--- src/rtl/spi_reg_pkg.sv ---
// ---------------------------------------------------------------------------
// spi_reg_pkg
// Shared types and helpers for the SPI register bank.
//   state_t      : frame-handling state machine encoding
//   RW_WRITE/READ: value of the leading frame bit for each access type
//   calc_frame_w : total frame length in bits for a given address/data width
// ---------------------------------------------------------------------------
package spi_reg_pkg;

  typedef enum logic [2:0] {
    IDLE    = 3'd0,
    CMD     = 3'd1,
    DATA    = 3'd2,
    COMMIT  = 3'd3,
    WAIT_CS = 3'd4
  } state_t;

  localparam logic RW_WRITE = 1'b1;
  localparam logic RW_READ  = 1'b0;

  // One R/W bit, then the address field, then the data field.
  function automatic int calc_frame_w(input int addr_w, input int data_w);
    return 1 + addr_w + data_w;
  endfunction

endpackage

--- src/rtl/spi_sync_edge.sv ---
// ---------------------------------------------------------------------------
// spi_sync_edge
// Two-flop synchroniser for an asynchronous pin followed by one history flop
// used to detect edges of the synchronised level.
//   clk     in  system clock
//   rst     in  synchronous active-high reset
//   i_async in  asynchronous input pin
//   o_sync  out synchronised level
//   o_rise  out one-cycle pulse on a 0->1 transition of o_sync
//   o_fall  out one-cycle pulse on a 1->0 transition of o_sync
// RESET_LVL is the idle level of the pin, so leaving reset with the pin at
// rest produces no edge.
// ---------------------------------------------------------------------------
module spi_sync_edge #(
  parameter logic RESET_LVL = 1'b0
) (
  input  logic clk,
  input  logic rst,
  input  logic i_async,
  output logic o_sync,
  output logic o_rise,
  output logic o_fall
);

  logic r_meta;
  logic r_sync;
  logic r_prev;

  // Synchroniser chain plus history flop for edge detection.
  always_ff @(posedge clk) begin
    if (rst) begin
      r_meta <= RESET_LVL;
      r_sync <= RESET_LVL;
      r_prev <= RESET_LVL;
    end else begin
      r_meta <= i_async;
      r_sync <= r_meta;
      r_prev <= r_sync;
    end
  end

  assign o_sync = r_sync;
  assign o_rise = r_sync & ~r_prev;
  assign o_fall = ~r_sync & r_prev;

endmodule

--- src/rtl/spi_reg_bank.sv ---
// ---------------------------------------------------------------------------
// spi_reg_bank
// SPI mode-0 (MSB first) peripheral exposing NUM_REGS writable/readable
// registers. All pins are oversampled in the clk domain.
//   clk       in  system clock
//   rst       in  synchronous active-high reset
//   cs_n      in  chip select, active low (asynchronous)
//   sclk      in  SPI clock (asynchronous, sampled as data)
//   copi      in  serial data from controller
//   cipo      out serial read data to controller
//   cipo_oe   out pad enable, high while synchronised cs_n is low
//   regs      out flattened registers, register k at [k*DATA_W +: DATA_W]
//   wr_strobe out one-cycle pulse on bit k when register k is written
//   frame_err out one-cycle pulse when a frame is aborted by cs_n rising
// Frame: R/W bit (1 = write), ADDR_W address bits, DATA_W data bits.
// ---------------------------------------------------------------------------
module spi_reg_bank
  import spi_reg_pkg::*;
#(
  parameter int                NUM_REGS  = 5,
  parameter int                ADDR_W    = 7,
  parameter int                DATA_W    = 8,
  parameter logic [DATA_W-1:0] RESET_VAL = {DATA_W{1'b0}}
) (
  input  logic                       clk,
  input  logic                       rst,
  input  logic                       cs_n,
  input  logic                       sclk,
  input  logic                       copi,
  output logic                       cipo,
  output logic                       cipo_oe,
  output logic [NUM_REGS*DATA_W-1:0] regs,
  output logic [NUM_REGS-1:0]        wr_strobe,
  output logic                       frame_err
);

  localparam int FRAME_W = calc_frame_w(ADDR_W, DATA_W);
  localparam int CMD_W   = 1 + ADDR_W;
  localparam int CNT_W   = $clog2(FRAME_W + 1);

  // ---------------- pin synchronisation ----------------
  logic w_sclk_sync_unused;
  logic w_sclk_rise;
  logic w_sclk_fall;
  logic w_cs_sync;
  logic w_cs_rise;
  logic w_cs_fall;
  logic r_copi_meta;
  logic r_copi_sync;

  spi_sync_edge #(.RESET_LVL(1'b0)) u_sclk_sync (
    .clk     (clk),
    .rst     (rst),
    .i_async (sclk),
    .o_sync  (w_sclk_sync_unused),
    .o_rise  (w_sclk_rise),
    .o_fall  (w_sclk_fall)
  );

  spi_sync_edge #(.RESET_LVL(1'b1)) u_cs_sync (
    .clk     (clk),
    .rst     (rst),
    .i_async (cs_n),
    .o_sync  (w_cs_sync),
    .o_rise  (w_cs_rise),
    .o_fall  (w_cs_fall)
  );

  // Two-flop synchroniser for copi; it only ever needs a level.
  always_ff @(posedge clk) begin
    if (rst) begin
      r_copi_meta <= 1'b0;
      r_copi_sync <= 1'b0;
    end else begin
      r_copi_meta <= copi;
      r_copi_sync <= r_copi_meta;
    end
  end

  // ---------------- frame state ----------------
  state_t              r_state;
  state_t              w_state;
  logic [CNT_W-1:0]    r_cnt;
  logic [CNT_W-1:0]    w_cnt;
  logic [FRAME_W-2:0]  r_rx;
  logic [FRAME_W-2:0]  w_rx;
  logic [DATA_W-1:0]   r_tx;
  logic [DATA_W-1:0]   w_tx;
  logic                r_rd;
  logic                w_rd;
  logic                w_commit;
  logic                w_abort;

  logic [DATA_W-1:0]   r_regs [NUM_REGS];
  logic [NUM_REGS-1:0] r_strobe;
  logic                r_err;
  logic                r_cipo;
  logic                r_cipo_oe;

  // Received bits including the one arriving on the current sclk rise.
  logic [FRAME_W-1:0]  w_rx_shift;
  logic                w_cmd_rw;
  logic [ADDR_W-1:0]   w_cmd_addr;
  logic                w_frame_rw;
  logic [ADDR_W-1:0]   w_frame_addr;
  logic [DATA_W-1:0]   w_frame_data;
  logic [DATA_W-1:0]   w_rd_data;

  assign w_rx_shift   = {r_rx, r_copi_sync};
  // When the command completes, the command occupies the low CMD_W bits.
  assign w_cmd_rw     = w_rx_shift[ADDR_W];
  assign w_cmd_addr   = w_rx_shift[ADDR_W-1:0];
  // When the frame completes, it occupies the whole shifter.
  assign w_frame_rw   = w_rx_shift[FRAME_W-1];
  assign w_frame_addr = w_rx_shift[DATA_W +: ADDR_W];
  assign w_frame_data = w_rx_shift[DATA_W-1:0];

  // Read-data mux; addresses with no register read as zero.
  always_comb begin
    w_rd_data = {DATA_W{1'b0}};
    for (int k = 0; k < NUM_REGS; k++) begin
      if (w_cmd_addr == ADDR_W'(k)) begin
        w_rd_data = r_regs[k];
      end else begin
        w_rd_data = w_rd_data;
      end
    end
  end

  // Next-state, bit counting and shifter control.
  always_comb begin
    w_state  = r_state;
    w_cnt    = r_cnt;
    w_rx     = r_rx;
    w_tx     = r_tx;
    w_rd     = r_rd;
    w_commit = 1'b0;
    w_abort  = 1'b0;
    case (r_state)
      IDLE: begin
        // An sclk rise coinciding with the cs_n fall is not counted.
        if (w_cs_fall) begin
          w_state = CMD;
          w_cnt   = {CNT_W{1'b0}};
          w_rx    = {(FRAME_W-1){1'b0}};
          w_tx    = {DATA_W{1'b0}};
          w_rd    = 1'b0;
        end else begin
          w_state = IDLE;
        end
      end
      CMD: begin
        if (w_cs_rise) begin
          w_state = IDLE;
          w_abort = 1'b1;
        end else if (w_sclk_rise) begin
          w_rx  = w_rx_shift[FRAME_W-2:0];
          w_cnt = r_cnt + CNT_W'(1);
          if (r_cnt == CNT_W'(CMD_W - 1)) begin
            w_state = DATA;
            w_rd    = (w_cmd_rw == RW_READ);
            w_tx    = (w_cmd_rw == RW_READ) ? w_rd_data : {DATA_W{1'b0}};
          end else begin
            w_state = CMD;
          end
        end else begin
          w_state = CMD;
        end
      end
      DATA: begin
        // The final bit wins over a simultaneous cs_n rise.
        if (w_sclk_rise && (r_cnt == CNT_W'(FRAME_W - 1))) begin
          w_rx     = w_rx_shift[FRAME_W-2:0];
          w_cnt    = r_cnt + CNT_W'(1);
          w_state  = COMMIT;
          w_commit = 1'b1;
        end else if (w_cs_rise) begin
          w_state = IDLE;
          w_abort = 1'b1;
        end else if (w_sclk_rise) begin
          w_rx  = w_rx_shift[FRAME_W-2:0];
          w_cnt = r_cnt + CNT_W'(1);
        end else if (w_sclk_fall && (r_cnt > CNT_W'(CMD_W))) begin
          // The fall closing the last command bit must keep the MSB on cipo
          // for the first data rise, so shifting starts after a data bit.
          w_tx = {r_tx[DATA_W-2:0], 1'b0};
        end else begin
          w_state = DATA;
        end
      end
      COMMIT: begin
        w_state = WAIT_CS;
      end
      WAIT_CS: begin
        // Level test so a cs_n rise that landed during COMMIT is not missed.
        if (w_cs_sync) begin
          w_state = IDLE;
        end else begin
          w_state = WAIT_CS;
        end
      end
      default: begin
        w_state = IDLE;
      end
    endcase
  end

  // FSM, shifters and registered status outputs.
  always_ff @(posedge clk) begin
    if (rst) begin
      r_state   <= IDLE;
      r_cnt     <= {CNT_W{1'b0}};
      r_rx      <= {(FRAME_W-1){1'b0}};
      r_tx      <= {DATA_W{1'b0}};
      r_rd      <= 1'b0;
      r_err     <= 1'b0;
      r_cipo    <= 1'b0;
      r_cipo_oe <= 1'b0;
    end else begin
      r_state   <= w_state;
      r_cnt     <= w_cnt;
      r_rx      <= w_rx;
      r_tx      <= w_tx;
      r_rd      <= w_rd;
      r_err     <= w_abort;
      r_cipo    <= ((w_state == DATA) && w_rd) ? w_tx[DATA_W-1] : 1'b0;
      r_cipo_oe <= ~w_cs_sync;
    end
  end

  // Register file and strobes, loaded on the edge that enters COMMIT so both
  // are visible during the COMMIT cycle.
  always_ff @(posedge clk) begin
    if (rst) begin
      for (int k = 0; k < NUM_REGS; k++) begin
        r_regs[k] <= RESET_VAL;
      end
      r_strobe <= {NUM_REGS{1'b0}};
    end else begin
      for (int k = 0; k < NUM_REGS; k++) begin
        if (w_commit && (w_frame_rw == RW_WRITE) && (w_frame_addr == ADDR_W'(k))) begin
          r_regs[k]   <= w_frame_data;
          r_strobe[k] <= 1'b1;
        end else begin
          r_strobe[k] <= 1'b0;
        end
      end
    end
  end

  for (genvar g = 0; g < NUM_REGS; g++) begin : g_regs_out
    assign regs[g*DATA_W +: DATA_W] = r_regs[g];
  end

  assign wr_strobe = r_strobe;
  assign frame_err = r_err;
  assign cipo      = r_cipo;
  assign cipo_oe   = r_cipo_oe;

endmodule

--- config.mk ---
export PLATFORM = sky130hd
export DESIGN_NAME = spi_reg_bank
export DESIGN_NICKNAME = d
export VERILOG_FILES = /design/src/rtl/spi_reg_pkg.sv /design/src/rtl/spi_sync_edge.sv /design/src/rtl/spi_reg_bank.sv
export SDC_FILE = /design/constraint.sdc
export NUM_CORES = 1
export LEC_CHECK = 0
export CORE_MARGIN = 2
export CORE_UTILIZATION = 45
export DETAILED_ROUTE_END_ITERATION = 6
export GPL_ROUTABILITY_DRIVEN = 0
export PLACE_DENSITY = 0.68
export SLEW_MARGIN = 20
export SYNTH_ARGS = -nofsm -noshare
export SYNTH_HDL_FRONTEND = slang
export SYNTH_SLANG_ARGS = --single-unit
--- constraint.sdc ---
create_clock -name clk -period 6.1 [get_ports clk]
set_clock_uncertainty 0.05 [all_clocks]
set_input_delay 1.22 -clock clk [delete_from_list [all_inputs] [get_ports clk]]
set_output_delay 1.22 -clock clk [all_outputs]
set_load 0.02 [all_outputs]
==> flow_metrics.tcl, run 1 <==
set metrics [dict create \
    rrSetupSlack_ps 2910 \
    required_ps 6030 \
    dp_hpwl_mm 5.527 \
    fmax_mhz 264.9 \
    die_h_microns 94.37 \
    diodes 0 \
    clk_latency_ps 350 \
    synth_area_leaders "edfxtp_1 (33%), dfxtp_1 (26%), mux4_2 (4.3%), a22o_1 (4.1%), a21oi_1 (2.5%)" \
    port_buffers 52 \
    cp_slowest_stage_delay_ps 610 \
    setup_viol 0 \
    initialDrtViolationCount 137 \
    yosysWarnings 0 \
    cp_cell_sequence "clkdlybuf4s50_1 > buf_4 > or4_1 > nor4_4 > nor2b_1 > nand2_1 > o21bai_1" \
    reg2reg_to "r_regs[0][12]" \
    crit-reg2reg-launch "r_cnt[0]" \
    area_growth_pct 20.97 \
    clkSinkCount 88 \
    synth_cells 300 \
    drt_wl_total_mm 7.732 \
    wl_per_cell_microns 16.96 \
    synthArstFlopShare 0 \
    grt_setup_unrepaired "no" \
    cpMaxStageDelayCell "o21bai_1" \
    ys.flop_type "dfxtp_1" \
    pwr_density_cell_nw_per_um2 246.6 \
    worstSetupEndpointType "flop" \
    clockBufferDepth 2 \
    drc_errors 0 \
    cts-root-buf "clkbuf_8" \
    holdBufCountCts 0 \
    grt_max_degree 35 \
    p_leak_uw 0.001553 \
    track_usage 0.1829 \
    peakVddDrop_mv 0.1623 \
    final_cell_mix "clkdlybuf4s50_1 (52), dfxtp_1 (48), edfxtp_1 (40)" \
    finalHoldWorstSlack_ps 365.6 \
    final_common_cell "clkdlybuf4s50_1" \
    grt_pass1_vias 2433 \
    synth_edf_count 40 \
    reg2reg_depth 8 \
    fin_nets 357 \
    routed_via_density 5.708 \
    syn_nets 308 \
    relSlewSlack 0.3153 \
    via_count 2603 \
    syn_area_sq_um 3675 \
    worstSetupStartpointType "input port" \
    worstMarginPinSlew_ps 1019 \
    num_rows 32 \
    outcome "finished, final reports clean" \
    synth_largest_area_cell "edfxtp_1" \
    cp_num_buf_inv 2 \
    worstHoldPathCells 1 \
    ctsHtreeMaxLevel 3 \
    cts_buffers 9 \
    cts_setup_buffers 0 \
    cts_tree "done" \
    hp-class "reg -> reg" \
    cts_resized 0 \
    netlist.area_leader.share 0.3269 \
    critical_path.max_fanout 34 \
    die_x_microns 94.37 \
    fin_setup_tns_ps 0 \
    initial_core_util 0.4707 \
    grt_pass1_wl_mm 12.36 \
    drv_slew 0 \
    synth-seq-cells 88 \
    drv_cap 0 \
    crit_type "in -> reg" \
    antenna_found_initial 0 \
    final_antenna_net_count 0 \
    cp.depth 7 \
    dr.pass1.iters 4 \
    finalHoldViolations 0 \
    worst-endpoint-arrival_ps 3710 \
    pin_count 53 \
    avgSynthCellArea_sq_um 12.25 \
    fin_crit_sh 0.6187 \
    yosysSeqAreaShare 0.5884 \
    crit_start "rst" \
    layout-drive-gt1-share 0.1356 \
    core-area_sq_um 7807 \
    gr-total-overflow 0 \
    path_clk_slew_ps 80 \
    crit_path_end "r_regs[0][12]" \
    min_period_ps 3774 \
    synth_cell_types 58 \
    die-area_sq_um 8905 \
    cp_top_family "simple AND/OR/NAND/NOR gates" \
]
## report_power, final
group          internal (uW)  leakage (uW)  total (uW)  switching, uW
sequential               634      0.000769         648           13.5
combinational           44.3      0.000698        96.3           52.0
clock                    150     0.0000864         352            202
## cells by family after synthesis
family | after synthesis | synth area share
AO/OA/AOI/OAI | 74 | 0.1566
adder cells (fa/ha/maj) | 3 | 0.01022
buffers and inverters | 32 | 0.03745
flip-flops | 88 | 0.5884
multiplexers | 8 | 0.04596
AND/OR/NAND/NOR | 95 | 0.1614
## sequential cells by signal, summed over array words and instances (netlist names), 3 cells and up
register   flops
r_cnt          5
r_regs        40
r_rx          15
r_state        3
r_tx           8
wr_strobe      5
## area by class of cell
class                   count  area [sq um]
clock inverters             6         47.55
flip-flops and latches     88          2162
multi-input cells         180          1389
clock buffers              10         127.6
fillers                   678          3362
inverters                  17         63.81
repair buffers             53         528.0
well taps                 102         127.6
## worst min-delay path by stage
| stage | end | start |
|---|---|---|
| after floorplan | u_cs_sync.o_sync | u_cs_sync.r_meta |
| after global placement | u_cs_sync.o_sync | u_cs_sync.r_meta |
| after detailed placement | u_cs_sync.o_sync | u_cs_sync.r_meta |
| after CTS | u_cs_sync.o_sync | u_cs_sync.r_meta |
| after global routing | u_cs_sync.o_sync | u_cs_sync.r_meta |
| final | u_cs_sync.o_sync | u_cs_sync.r_meta |
## metrics by stage
stage | total power [uW] | utilization | cell area [sq um] | setup WS (ps) | std cells
final | 1096 | 0.5694 | 4446 | 2326 | 456
after detailed placement | 758.6 | 0.5460 | 4263 | 1940 | 440
after floorplan | 717.2 | - | 3675 | 2847 | 300
after global routing | 1136 | 0.5694 | 4446 | 2115 | 456
after CTS | 1104 | 0.5684 | 4438 | 2308 | 456
after global placement | 757.0 | 0.5460 | 4263 | 2082 | 440
## per-layer routing
layer  GRT usage  wire, microns  vias to the layer above
met5           0              0                        -
met4     0.08092            165                        0
met3     0.03352            426                       14
met2      0.2780           3531                       77
met1      0.2567           3608                     1271
li1            -              -                     1241
## Yosys cell counts (4+ instances only)
cell type	n
a2111oi_0	7
a211oi_2	7
a21oi_1	18
a22o_1	17
and3_1	12
buf_2	4
clkbuf_1	7
dfxtp_1	48
edfxtp_1	40
inv_1	17
mux4_2	7
nand2_1	6
nand3_1	14
nor2_1	11
nor2b_1	10
nor3_1	4
or2_2	8
(Power assumes the default switching activity.)
==> run 2, diff against run 1 <==
--- a/config.mk
+++ b/config.mk
@@ -9,7 +9,7 @@
 export CORE_UTILIZATION = 45
 export DETAILED_ROUTE_END_ITERATION = 6
 export GPL_ROUTABILITY_DRIVEN = 0
-export PLACE_DENSITY = 0.68
+export PLACE_DENSITY = 0.71
 export SLEW_MARGIN = 20
 export SYNTH_ARGS = -nofsm -noshare
 export SYNTH_HDL_FRONTEND = slang
==> constraint.sdc (replaced) <==
create_clock -name clk -period 3.3 [get_ports clk]
set_clock_uncertainty 0.05 [all_clocks]
set_input_delay 0.66 -clock clk [delete_from_list [all_inputs] [get_ports clk]]
set_output_delay 0.66 -clock clk [all_outputs]
set_load 0.02 [all_outputs]
==> run 2 against run 1 <==
Against the previous run:
- non-clock buffer count up 4
- count of clock-buffer cells in the layout unchanged
- global-route usage down 0.28 points
- sequential share of layout area down 0.29 points
- critical path depth up 1
- register-to-register slack worse by 2200 ps
- critical path type is now reg -> reg
- critical endpoint is now r_regs[0][28]
- largest cell class unchanged
- highest routed layer unchanged
==> flow_metrics.tcl, run 2 (synthesis gave the netlist of run 1 again) <==
set metrics [dict create \
    outcome "finished, final reports clean" \
    diodes 0 \
    antenna_found_initial 0 \
    cts_resized 0 \
    grt_pass1_vias 2418 \
    via_count 2629 \
    min_period_ps 2629 \
    cts-root-buf "clkbuf_8" \
    multi_input_area_sq_um 1389 \
    finalInstanceArea_sq_um 4472 \
    pin_count 53 \
    track_usage 0.1801 \
    fin_nets 361 \
    path_clk_slew_ps 80 \
    initialDrtViolationCount 163 \
    crit_type "reg -> reg" \
    gr-total-overflow 0 \
    wl_per_cell_microns 16.58 \
    largest_register "r_regs" \
    area_growth_pct 21.69 \
    hp-class "reg -> reg" \
    layout-drive-gt1-share 0.1425 \
    fmax_mhz 380.4 \
    die-area_sq_um 8905 \
    peakVddDrop_mv 0.2484 \
    die_h_microns 94.37 \
    drv_slew 0 \
    die_x_microns 94.37 \
    drc_errors 0 \
    clk_latency_ps 350 \
    clkSinkCount 88 \
    ff_latch_area_sq_um 2162 \
    fin_crit_sh 0.7966 \
    routed_via_density 5.715 \
    relSlewSlack 0.4680 \
    drt_wl_total_mm 7.626 \
    initial_core_util 0.4707 \
    final_common_cell "clkdlybuf4s50_1" \
    fin_setup_tns_ps 0 \
    ctsHtreeMaxLevel 3 \
    setup_viol 0 \
    cts_tree "done" \
    critical_path.max_fanout 8 \
    detailed_place.area_sq_um 4293 \
    dr.pass1.iters 4 \
    dp_hpwl_mm 5.537 \
    grt_max_degree 34 \
    finalHoldViolations 0 \
    port_buffers 52 \
    largest_reg_flops 40 \
    num_rows 32 \
    top_regs "r_regs: 40 flops, r_rx: 15 flops, r_tx: 8 flops" \
    clockBufferDepth 2 \
    dpl.cell_count 444 \
    p_leak_uw 0.001562 \
    cts_setup_buffers 0 \
    grt_setup_unrepaired "no" \
    worstMarginPinSlew_ps 796.9 \
    cts_buffers 9 \
    final_antenna_net_count 0 \
    grt_pass1_wl_mm 12.21 \
    nFillCells 654 \
    required_ps 3300 \
    worstSetupStartpointType "flop" \
    final_cell_mix "clkdlybuf4s50_1 (52), dfxtp_1 (48), edfxtp_1 (40)" \
    pwr_density_cell_nw_per_um2 452.0 \
    worst-endpoint-arrival_ps 2620 \
    holdBufCountCts 0 \
    core-area_sq_um 7807 \
    stdcell_count 460 \
    worstSetupEndpointType "flop" \
    drv_cap 0 \
]
run 2: changes by cell type in the layout (fill, tap and decap cells not counted):
cell,before,now
buf_4,1,5
clkinv_4,4,1
clkinv_2,1,0
inv_6,0,1
clkinvlp_4,1,3
clkinv_1,0,1
run 2: worst paths after layout:
check                           cells after the start             start                to  slack (ps)
worst min register to register                      1  u_cs_sync.r_meta  u_cs_sync.o_sync         380
worst min-delay path                                1  u_cs_sync.r_meta  u_cs_sync.o_sync         380
worst max-delay path                                8          r_cnt[0]     r_regs[0][28]         670
worst max register to register                      8          r_cnt[0]     r_regs[0][28]         670
run 2: through the flow:
step / setup WS [ps] / util / hold slack (ps) / power [uW]
CTS: 646.6 / 0.5718 / 385.4 / 2036
detailed placement: 528.3 / 0.5498 / 364.9 / 1402
floorplan: 606.7 / - / 339.5 / 1326
finish: 671.1 / 0.5728 / 379.1 / 2021
global placement: 556.3 / 0.5498 / 342.9 / 1398
global route: 477.8 / 0.5728 / 399.9 / 2102
run 2: worst max-delay path, stage by stage (launching register included):
cell and delay, ps:
dfxtp_1 400, ha_1 230, and3_1 170, ha_1 220, nand3b_1 240, nor4_4 330
nor2b_1 260, and3_1 190, or2_2 240
run 2: layer usage:
layer | part of all wire | vias to the layer above | GRT usage
met5 | 0 | - | 0
met4 | 0.021 | 0 | 0.08454
met3 | 0.041 | 16 | 0.02474
met2 | 0.47 | 71 | 0.2827
met1 | 0.47 | 1289 | 0.2484
li1 | - | 1253 | -
run 2: area by class of cell:
class	count	share of cell area
clock buffer	10	0.02854
inverter	17	0.01427
multi-input combinational	180	0.3106
clock inverter	6	0.009793
timing repair buffer	57	0.1248
tap	102	0.02854
sequential	88	0.4835
run 2: report_power, final:
group / switching [uW] / leakage (uW) / internal [uW]
sequential: 25.7 / 0.000769 / 1170
clock: 371 / 0.0000765 / 275
combinational: 94.4 / 0.000717 / 82.7
